==> config.mk <==
export PLATFORM = sky130hd
export DESIGN_NAME = ps2_jump_receiver
export DESIGN_NICKNAME = d
export VERILOG_FILES = /design/src/rtl/ps2_jump_receiver.sv
export SDC_FILE = /design/constraint.sdc
export NUM_CORES = 1
export LEC_CHECK = 0
export BUFFER_PORTS_ARGS = -buffer_cell sky130_fd_sc_hd__buf_2
export CORE_UTILIZATION = 64
export CTS_CLUSTER_SIZE = 16
export DETAILED_ROUTE_END_ITERATION = 16
export GPL_TIMING_DRIVEN = 0
export PLACE_DENSITY_LB_ADDON = 0.15
export SETUP_SLACK_MARGIN = 0.3
export SYNTH_ARGS = -nofsm -noshare
export SYNTH_HDL_FRONTEND = slang
export SYNTH_SLANG_ARGS = --single-unit
==> constraint.sdc <==
create_clock -name clk -period 6 [get_ports clk]
set_input_delay 1.8 -clock clk [delete_from_list [all_inputs] [get_ports clk]]
set_output_delay 1.8 -clock clk [all_outputs]
set_load 0.03 [all_outputs]
==> src/rtl/ps2_jump_receiver.sv <==
// PS/2 keyboard receiver with jump-key decode (receive-only; never drives the PS/2 lines).
// Optional build macro PS2_TYPEMATIC_FILTER_EN: suppresses jump pulses for typematic repeat makes.
module ps2_jump_receiver #(
  parameter int unsigned FILTER_LEN     = 8,
  parameter int unsigned TIMEOUT_CYCLES = 200000,
  parameter logic [7:0]  JUMP_SCANCODE  = 8'h29
) (
  input  logic       clk,
  input  logic       reset,
  input  logic       ps2_clk,
  input  logic       ps2_data,
  output logic [7:0] scan_code,
  output logic       scan_valid,
  output logic       is_break,
  output logic       is_ext,
  output logic       frame_error,
  output logic       jump,
  output logic       jump_held
);

  localparam int unsigned FCW = (FILTER_LEN > 2) ? $clog2(FILTER_LEN) : 1;
  localparam int unsigned TCW = $clog2(TIMEOUT_CYCLES + 1);
  localparam logic [7:0]  CODE_EXT = 8'hE0;
  localparam logic [7:0]  CODE_BRK = 8'hF0;

  typedef enum logic [1:0] {S_IDLE, S_DATA, S_PARITY, S_STOP} state_e;

  state_e           state_q, state_d;
  logic             clk_meta_q, clk_meta_d, clk_sync_q, clk_sync_d;
  logic             data_meta_q, data_meta_d, data_sync_q, data_sync_d;
  logic             clk_filt_q, clk_filt_d;
  logic [FCW-1:0]   filt_cnt_q, filt_cnt_d;
  logic             fall_q, fall_d;
  logic [7:0]       shift_q, shift_d;
  logic [2:0]       bit_cnt_q, bit_cnt_d;
  logic             parity_q, parity_d;
  logic [TCW-1:0]   tmo_q, tmo_d;
  logic             byte_rdy_q, byte_rdy_d;
  logic             ext_pend_q, ext_pend_d, brk_pend_q, brk_pend_d;
  logic [7:0]       scan_code_q, scan_code_d;
  logic             scan_valid_q, scan_valid_d;
  logic             is_break_q, is_break_d, is_ext_q, is_ext_d;
  logic             frame_error_q, frame_error_d;
  logic             jump_q, jump_d, jump_held_q, jump_held_d;
  logic             abort;

  // Line synchronizers and filter reset to the idle-high level so reset never fakes a falling edge.
  always_ff @(posedge clk or posedge reset) begin
    if (reset) begin
      state_q       <= S_IDLE;
      clk_meta_q    <= 1'b1;
      clk_sync_q    <= 1'b1;
      data_meta_q   <= 1'b1;
      data_sync_q   <= 1'b1;
      clk_filt_q    <= 1'b1;
      filt_cnt_q    <= '0;
      fall_q        <= 1'b0;
      shift_q       <= '0;
      bit_cnt_q     <= '0;
      parity_q      <= 1'b0;
      tmo_q         <= '0;
      byte_rdy_q    <= 1'b0;
      ext_pend_q    <= 1'b0;
      brk_pend_q    <= 1'b0;
      scan_code_q   <= '0;
      scan_valid_q  <= 1'b0;
      is_break_q    <= 1'b0;
      is_ext_q      <= 1'b0;
      frame_error_q <= 1'b0;
      jump_q        <= 1'b0;
      jump_held_q   <= 1'b0;
    end else begin
      state_q       <= state_d;
      clk_meta_q    <= clk_meta_d;
      clk_sync_q    <= clk_sync_d;
      data_meta_q   <= data_meta_d;
      data_sync_q   <= data_sync_d;
      clk_filt_q    <= clk_filt_d;
      filt_cnt_q    <= filt_cnt_d;
      fall_q        <= fall_d;
      shift_q       <= shift_d;
      bit_cnt_q     <= bit_cnt_d;
      parity_q      <= parity_d;
      tmo_q         <= tmo_d;
      byte_rdy_q    <= byte_rdy_d;
      ext_pend_q    <= ext_pend_d;
      brk_pend_q    <= brk_pend_d;
      scan_code_q   <= scan_code_d;
      scan_valid_q  <= scan_valid_d;
      is_break_q    <= is_break_d;
      is_ext_q      <= is_ext_d;
      frame_error_q <= frame_error_d;
      jump_q        <= jump_d;
      jump_held_q   <= jump_held_d;
    end
  end

  always_comb begin
    state_d       = state_q;
    clk_meta_d    = ps2_clk;
    clk_sync_d    = clk_meta_q;
    data_meta_d   = ps2_data;
    data_sync_d   = data_meta_q;
    clk_filt_d    = clk_filt_q;
    filt_cnt_d    = filt_cnt_q;
    fall_d        = 1'b0;
    shift_d       = shift_q;
    bit_cnt_d     = bit_cnt_q;
    parity_d      = parity_q;
    tmo_d         = tmo_q;
    byte_rdy_d    = 1'b0;
    ext_pend_d    = ext_pend_q;
    brk_pend_d    = brk_pend_q;
    scan_code_d   = scan_code_q;
    scan_valid_d  = 1'b0;
    is_break_d    = is_break_q;
    is_ext_d      = is_ext_q;
    frame_error_d = 1'b0;
    jump_d        = 1'b0;
    jump_held_d   = jump_held_q;
    abort         = 1'b0;

    // Glitch filter: the filtered clock follows only after FILTER_LEN consecutive differing samples.
    if (clk_sync_q == clk_filt_q) begin
      filt_cnt_d = '0;
    end else if (filt_cnt_q == FCW'(FILTER_LEN - 1)) begin
      clk_filt_d = clk_sync_q;
      filt_cnt_d = '0;
      fall_d     = clk_filt_q;
    end else begin
      filt_cnt_d = filt_cnt_q + FCW'(1);
    end

    if (state_q == S_IDLE || fall_q) tmo_d = '0;
    else                             tmo_d = tmo_q + TCW'(1);

    if (fall_q) begin
      case (state_q)
        S_IDLE: begin
          if (!data_sync_q) begin
            state_d   = S_DATA;
            bit_cnt_d = '0;
            shift_d   = '0;
          end
        end
        S_DATA: begin
          shift_d   = {data_sync_q, shift_q[7:1]};
          bit_cnt_d = bit_cnt_q + 3'd1;
          if (bit_cnt_q == 3'd7) state_d = S_PARITY;
        end
        S_PARITY: begin
          parity_d = data_sync_q;
          state_d  = S_STOP;
        end
        S_STOP: begin
          if (data_sync_q && (^{shift_q, parity_q})) byte_rdy_d = 1'b1;
          else                                       abort      = 1'b1;
          state_d = S_IDLE;
        end
        default: state_d = S_IDLE;
      endcase
    end else if (state_q != S_IDLE && tmo_q == TCW'(TIMEOUT_CYCLES - 1)) begin
      abort   = 1'b1;
      state_d = S_IDLE;
    end

    // Byte processing, one cycle after the stop-bit edge; prefixes only arm the pending flags.
    if (byte_rdy_q) begin
      if (shift_q == CODE_EXT) begin
        ext_pend_d = 1'b1;
      end else if (shift_q == CODE_BRK) begin
        brk_pend_d = 1'b1;
      end else begin
        scan_code_d  = shift_q;
        is_break_d   = brk_pend_q;
        is_ext_d     = ext_pend_q;
        scan_valid_d = 1'b1;
        ext_pend_d   = 1'b0;
        brk_pend_d   = 1'b0;
        if (shift_q == JUMP_SCANCODE && !ext_pend_q) begin
          if (brk_pend_q) begin
            jump_held_d = 1'b0;
          end else begin
            jump_held_d = 1'b1;
`ifdef PS2_TYPEMATIC_FILTER_EN
            jump_d      = ~jump_held_q;
`else
            jump_d      = 1'b1;
`endif
          end
        end
      end
    end

    if (abort) begin
      frame_error_d = 1'b1;
      ext_pend_d    = 1'b0;
      brk_pend_d    = 1'b0;
    end
  end

  assign scan_code   = scan_code_q;
  assign scan_valid  = scan_valid_q;
  assign is_break    = is_break_q;
  assign is_ext      = is_ext_q;
  assign frame_error = frame_error_q;
  assign jump        = jump_q;
  assign jump_held   = jump_held_q;

endmodule

# Yosys cells after proc, flatten, opt, wreduce, memory -nomap -nowiden
# Cells that the tools add are included.
[word_totals]
reg_bits = 58
output_inout_bits = 14
in_bits = 4
[classes]
n_bitwise = 3
n_eq_ne = 15
reduce_logical = 19
mux = 38
addsub = 3
[ops]
columns = ["operator", "count"]
rows = [
  ["2-to-1 mux 1 bit", 26],
  ["adder 18 x 1 -> 18 bit, second input constant", 1],
  ["== test 18 bit, second input constant", 1],
  ["2-to-1 mux 18 bit", 1],
  ["== test 8 bit, second input constant", 2],
  ["case mux 8 bit (2 select lines)", 1],
  ["2-to-1 mux 3 bit", 3],
  ["inequality test 3 bit, second input constant", 3],
  ["AND reduction 3 bit", 3],
  ["parity 9 bit", 1],
  ["== test 8 x 6 -> 1 bit, second input constant", 1],
  ["2-to-1 mux 2 bit", 4],
  ["2-to-1 mux 8 bit", 1],
  ["case mux 2 bit (4 select lines)", 1],
  ["AND reduction 2 bit", 4],
  ["nonzero test 2 bit", 4],
  ["adder 3 x 1 -> 3 bit, second input constant", 2],
  ["== test 3 bit, second input constant", 2],
  ["case mux 3 bit (2 select lines)", 1],
  ["== test 2 bit, second input constant", 2],
  ["inequality test 2 bit, second input constant", 2],
  ["AND reduction 4 bit", 1],
  ["logical AND 1 bit", 3],
  ["inverter 1 bit", 3],
  ["other kinds (5)", 5],
]

# Logic depth before layout (Yosys ltp)
[logic_depth]
depth_word = 7
ltp_mapped = 7
depth_no_buf = 6

# Least setup slack after synthesis
# OpenSTA, ideal clock, no wires.
[synth_timing]
path_type = "register to output"
from = "register scan_code_q[5], in the netlist scan_code[5]"
to = "output scan_code[5]"
path_slack_ns = 3.718
arrival_ns = 0.482
path_stages_with_launch = 1
cell_sequence = "dfrtp_1"
[synth_lines]
columns = ["element", "line_no", "rtl"]
rows = [
  ["start: declaration", "40", "logic [7:0] scan_code_q, scan_code_d;"],
  ["start signal: assignment", "88", "scan_code_q <= scan_code_d;"],
  ["end: declaration", "12", "output logic [7:0] scan_code,"],
]
# No word-level cell between the ends.

# Worst setup path after layout
[layout_timing]
from = "register scan_code_q[5], in the netlist scan_code[5]"
to = "output scan_code[5]"
# No word-level cell between the ends.

==> impl_summary.log <==
[metrics] Seq/Total Area, Yosys: 0.557
[metrics] Clk pwr share: 0.400
[metrics] critical path launch point: scan_code[5]$_DFFE_PP0P_
[metrics] Final nets: 293
[metrics] Peak supply drop: 0.000214 V
[metrics] switching fraction of total power: 0.222
[metrics] critical setup path kind: reg -> out
[metrics] HP Class: reg -> reg
[metrics] nature of the critical path startpoint: flip-flop
[metrics] CP bufs+invs: 1
[metrics] worst reg2reg path endpoint: tmo_q[9]$_DFF_PP0_
[metrics] tightest slew margin relative to the limit: 0.589
[metrics] Post-Synth Simple-Gate Area: 0.203
[metrics] measured slew at the worst slew-check pin: 0.616 ns
[metrics] Max Freq: 370 MHz
[metrics] first-pass GRT wire length: 7870 microns
[metrics] cell depth of the worst flop-to-flop path: 6
[metrics] worst hold path depth: 0
[metrics] Clock Sink Count: 58
[metrics] DRC: 0
[metrics] TritonCTS clock tree: built
[metrics] detail-routed via count per cell: 5.46
[metrics] RSZ-0062 raised after global routing: no
[metrics] post-CTS setup-driven buffer insertion count: 0
[metrics] row count: 22
[metrics] area of the mapped netlist: 2620 sq um
[metrics] PwrDens: 253 nW/um^2
[metrics] routed wirelength normalized by instance count: 13.9 microns
[metrics] Warnings, synthesis: 0
[metrics] ranking of synthesized cells by instance count: dfrtp_1, nand2_1, nor2_1
[metrics] most instantiated library cell after synthesis: dfrtp_1
[metrics] Crit path required time: 4.20 ns
[metrics] Primary FF master, synth: dfrtp_1
[metrics] routed wire length: 4600 microns
[metrics] post-route antenna net violation count: 0
[metrics] Critical Path Sink Type: output pin
[metrics] dominant delay contributor by cell family on the critical path: flip-flops
[metrics] number of hold-slack violations in the final timing report: 0
[metrics] drt initial violations: 98
[metrics] Diodes inserted: 0
[metrics] IO Count: 18
[metrics] part of the total power dissipated in sequential elements: 0.556
[metrics] via count of the routed design: 1808
[metrics] area of the core region: 3800 sq um
[metrics] Leak: 1.39 nW
[metrics] adder and majority gate portion of the synthesized area: 0.0430
[metrics] synthesis-stage register bit count: 58
[metrics] maximum fanout along the worst path: 2
[metrics] worst path cell trace: buf_2
[metrics] xor and xnor fraction of the mapped netlist area: 0.0789
[metrics] per-instance average area after synthesis: 10.4 sq um
[metrics] Final Core Density: 0.773
[metrics] final setup violating endpoints: 0
[metrics] total congestion overflow after global routing: 0
[metrics] maximum number of buffers from clock root to sink: 2
[metrics] capturing element of the worst setup path: scan_code[5]
[metrics] number of buffers inserted by port buffering: 17
[metrics] die span in y: 66.0 microns
[metrics] arrival time of the worst setup path: 0.91 ns
[metrics] area fraction in compound gates after synthesis: 0.0626
[metrics] cell taking the most area after synthesis: dfrtp_1
[metrics] # H-tree levels: 3
[metrics] number of slew-limit violations in the final report: 0
[metrics] critical path's largest stage delay: 0.39 ns
[metrics] combinational family with the most area after synthesis: simple AND/OR/NAND/NOR gates
[metrics] multiplexer share of the synthesized area: 0.0301
[metrics] fill cell total of the finished layout: 260
[metrics] clock tree root driver cell: clkbuf_8
[metrics] initial antenna violation count: 0
[metrics] slowest stage cell, crit path: dfrtp_1
[metrics] clock slew at reported path FFs: 0.06 ns
[metrics] reg-to-reg slack, setup: 4.08 ns
[metrics] share of layout cells above drive strength 1: 0.163
[metrics] cell internal pwr: 0.000578 W
[metrics] initial core utilization: 0.689
[metrics] power spent charging and discharging nets: 0.000165 W
[metrics] quantity of hold-fixing buffers added after cts: 0
[metrics] Synth cell types: 35
[metrics] number of enable-type register cells in the synthesized netlist: 0
[metrics] result of the run: finished, final reports clean
[metrics] Min Clock Period, post-route: 2.71 ns
[metrics] HPWL after detailed placement: 3000 microns
[metrics] Layout Skew: 0.00686 ns
[metrics] area enclosed by the die boundary: 4350 sq um
[metrics] clock buffers created by TritonCTS: 9
[metrics] total negative setup slack: 0 ns
[metrics] final RePlAce weighted congestion: 0.839
[metrics] number of detailed-route iterations in the first pass: 4
[metrics] number of global-route vias before repair: 1704
[metrics] Crit Reg-Reg Startpoint: state_q[0]$_DFFE_PP0P_
[metrics] GR Util All Layers: 0.255
[metrics] horizontal extent of the die: 66.0 microns
[metrics] Async SR Flop Fraction: 1.00
[metrics] insertion delay to the later sink of the worst-skew pair: 0.34 ns
[metrics] number of instances resized during post-cts repair: 0
[metrics] Stages on worst setup path: 1
[metrics] largest net degree at the start of global routing: 31
[metrics] part of the power in combinational logic: 0.043
[metrics] count of mapped cells out of synthesis: 251
[metrics] Multi-input gate area: 1090 sq um
[metrics] fraction of post-synthesis cell area in the top cell type by area: 0.507
[metrics] area overhead of the layout relative to synthesis: 12.1%
[metrics] main area contributors after synthesis: dfrtp_1, nand2_1, dfstp_2
[metrics] Post-Syn Nets: 264
[metrics] post-route total power: 0.000743 W
[metrics] share of the clock period used by the worst path: 0.451
[metrics] area used by sequential logic in the layout: 1460 sq um
[metrics] max cap viols: 0
[power by group through the flow]
stage / Clock (W) / Combinational [W] / Sequential (W)
after floorplan: 0 / 0.0000254 / 0.000418
after global placement: 0 / 0.0000309 / 0.000419
after detailed placement: 0 / 0.0000330 / 0.000420
after CTS: 0.000304 / 0.0000334 / 0.000413
after global routing: 0.000325 / 0.0000382 / 0.000414
final: 0.000297 / 0.0000321 / 0.000413
[final cells by class]
class,instances,share of cell area
Sequential cell,58,0.497
Multi-Input combinational cell,176,0.373
Clock buffer,14,0.0520
Timing Repair Buffer,18,0.0358
Tap cell,48,0.0205
Buffer,10,0.0136
Inverter,7,0.00895
[metrics by stage]
step / instances / cell area, sq um / hold slack, ns / worst slack, ns
2_1_floorplan: 251 / 2620 / 0.345 / 2.78
3_5_place_dp: 317 / 2780 / 0.353 / 3.50
5_1_grt: 331 / 2940 / 0.360 / 3.26
4_1_cts: 331 / 2940 / 0.356 / 3.28
3_3_place_gp: 316 / 2760 / 0.346 / 2.12
6_report: 331 / 2940 / 0.354 / 3.29
[layout by cell type, fill, tap and decap left out]
| master | netlist | layout |
|---|---|---|
| dfstp_2 | 5 | 5 |
| clkbuf_8 | 0 | 10 |
| clkbuf_2 | 1 | 1 |
| nor4_1 | 1 | 1 |
| nor3_1 | 4 | 4 |
| nand4_1 | 7 | 7 |
| o21ai_0 | 17 | 17 |
| a21o_1 | 1 | 1 |
| inv_1 | 7 | 6 |
| dfrtp_1 | 53 | 53 |
| a21oi_1 | 6 | 6 |
| xnor3_1 | 1 | 1 |
| nand2b_1 | 2 | 2 |
| buf_2 | 1 | 18 |
| a32o_1 | 2 | 2 |
| nor2b_1 | 4 | 4 |
| xor2_1 | 10 | 10 |
| mux2_2 | 7 | 7 |
| clkbuf_1 | 8 | 12 |
| nor4b_1 | 1 | 1 |
| nand2_1 | 46 | 46 |
| nor4bb_1 | 1 | 1 |
| nor2_1 | 20 | 20 |
| or2_2 | 2 | 2 |
| or3_1 | 2 | 2 |
| and3b_1 | 2 | 2 |
| nor3b_1 | 2 | 2 |
| nand3_1 | 6 | 6 |
| xnor2_1 | 11 | 11 |
| and3_1 | 1 | 1 |
| nor4_2 | 1 | 1 |
| ha_1 | 9 | 9 |
| a31oi_1 | 1 | 1 |
| o211ai_1 | 2 | 2 |
| inv_2 | 0 | 1 |
| and4_1 | 3 | 3 |
| buf_12 | 0 | 1 |
| and2_1 | 4 | 4 |
[worst min-delay path by stage]
stage / from / end / slack [ns]
global route: clk_meta_q$_DFF_PP1_ / clk_sync_q$_DFF_PP1_ / 0.36
global placement: data_meta_q$_DFF_PP1_ / data_sync_q$_DFF_PP1_ / 0.35
floorplan: clk_meta_q$_DFF_PP1_ / clk_sync_q$_DFF_PP1_ / 0.35
CTS: clk_meta_q$_DFF_PP1_ / clk_sync_q$_DFF_PP1_ / 0.36
finish: clk_meta_q$_DFF_PP1_ / clk_sync_q$_DFF_PP1_ / 0.35
detailed placement: clk_meta_q$_DFF_PP1_ / clk_sync_q$_DFF_PP1_ / 0.35
[cells by family (layout without fill, tap and decap cells)]
logic type               Yosys count  in the layout
AND/OR/NAND/NOR                  109            109
flip-flops                        58             58
AO/OA/AOI/OAI                     29             29
XOR/XNOR                          22             22
buffers and inverters             17             49
adder cells (fa/ha/maj)            9              9
multiplexers                       7              7
[flip-flops by register name, indices dropped and copies added (netlist names), 2 cells and up]
register and count:
scan_code 8, filt_cnt_q 3, state_q 2, bit_cnt_q 3, tmo_q 18, shift_q 8
[per-layer routing]
| layer | share of wire | up-vias | global-route usage |
|---|---|---|---|
| met1 | 0.48 | 855 | 0.335 |
| met5 | 0 | - | 0 |
| li1 | - | 907 | - |
| met3 | 0.043 | 10 | 0.0897 |
| met2 | 0.45 | 36 | 0.372 |
| met4 | 0.023 | 0 | 0.128 |
Note: power is estimated with default switching activity, not from simulation.
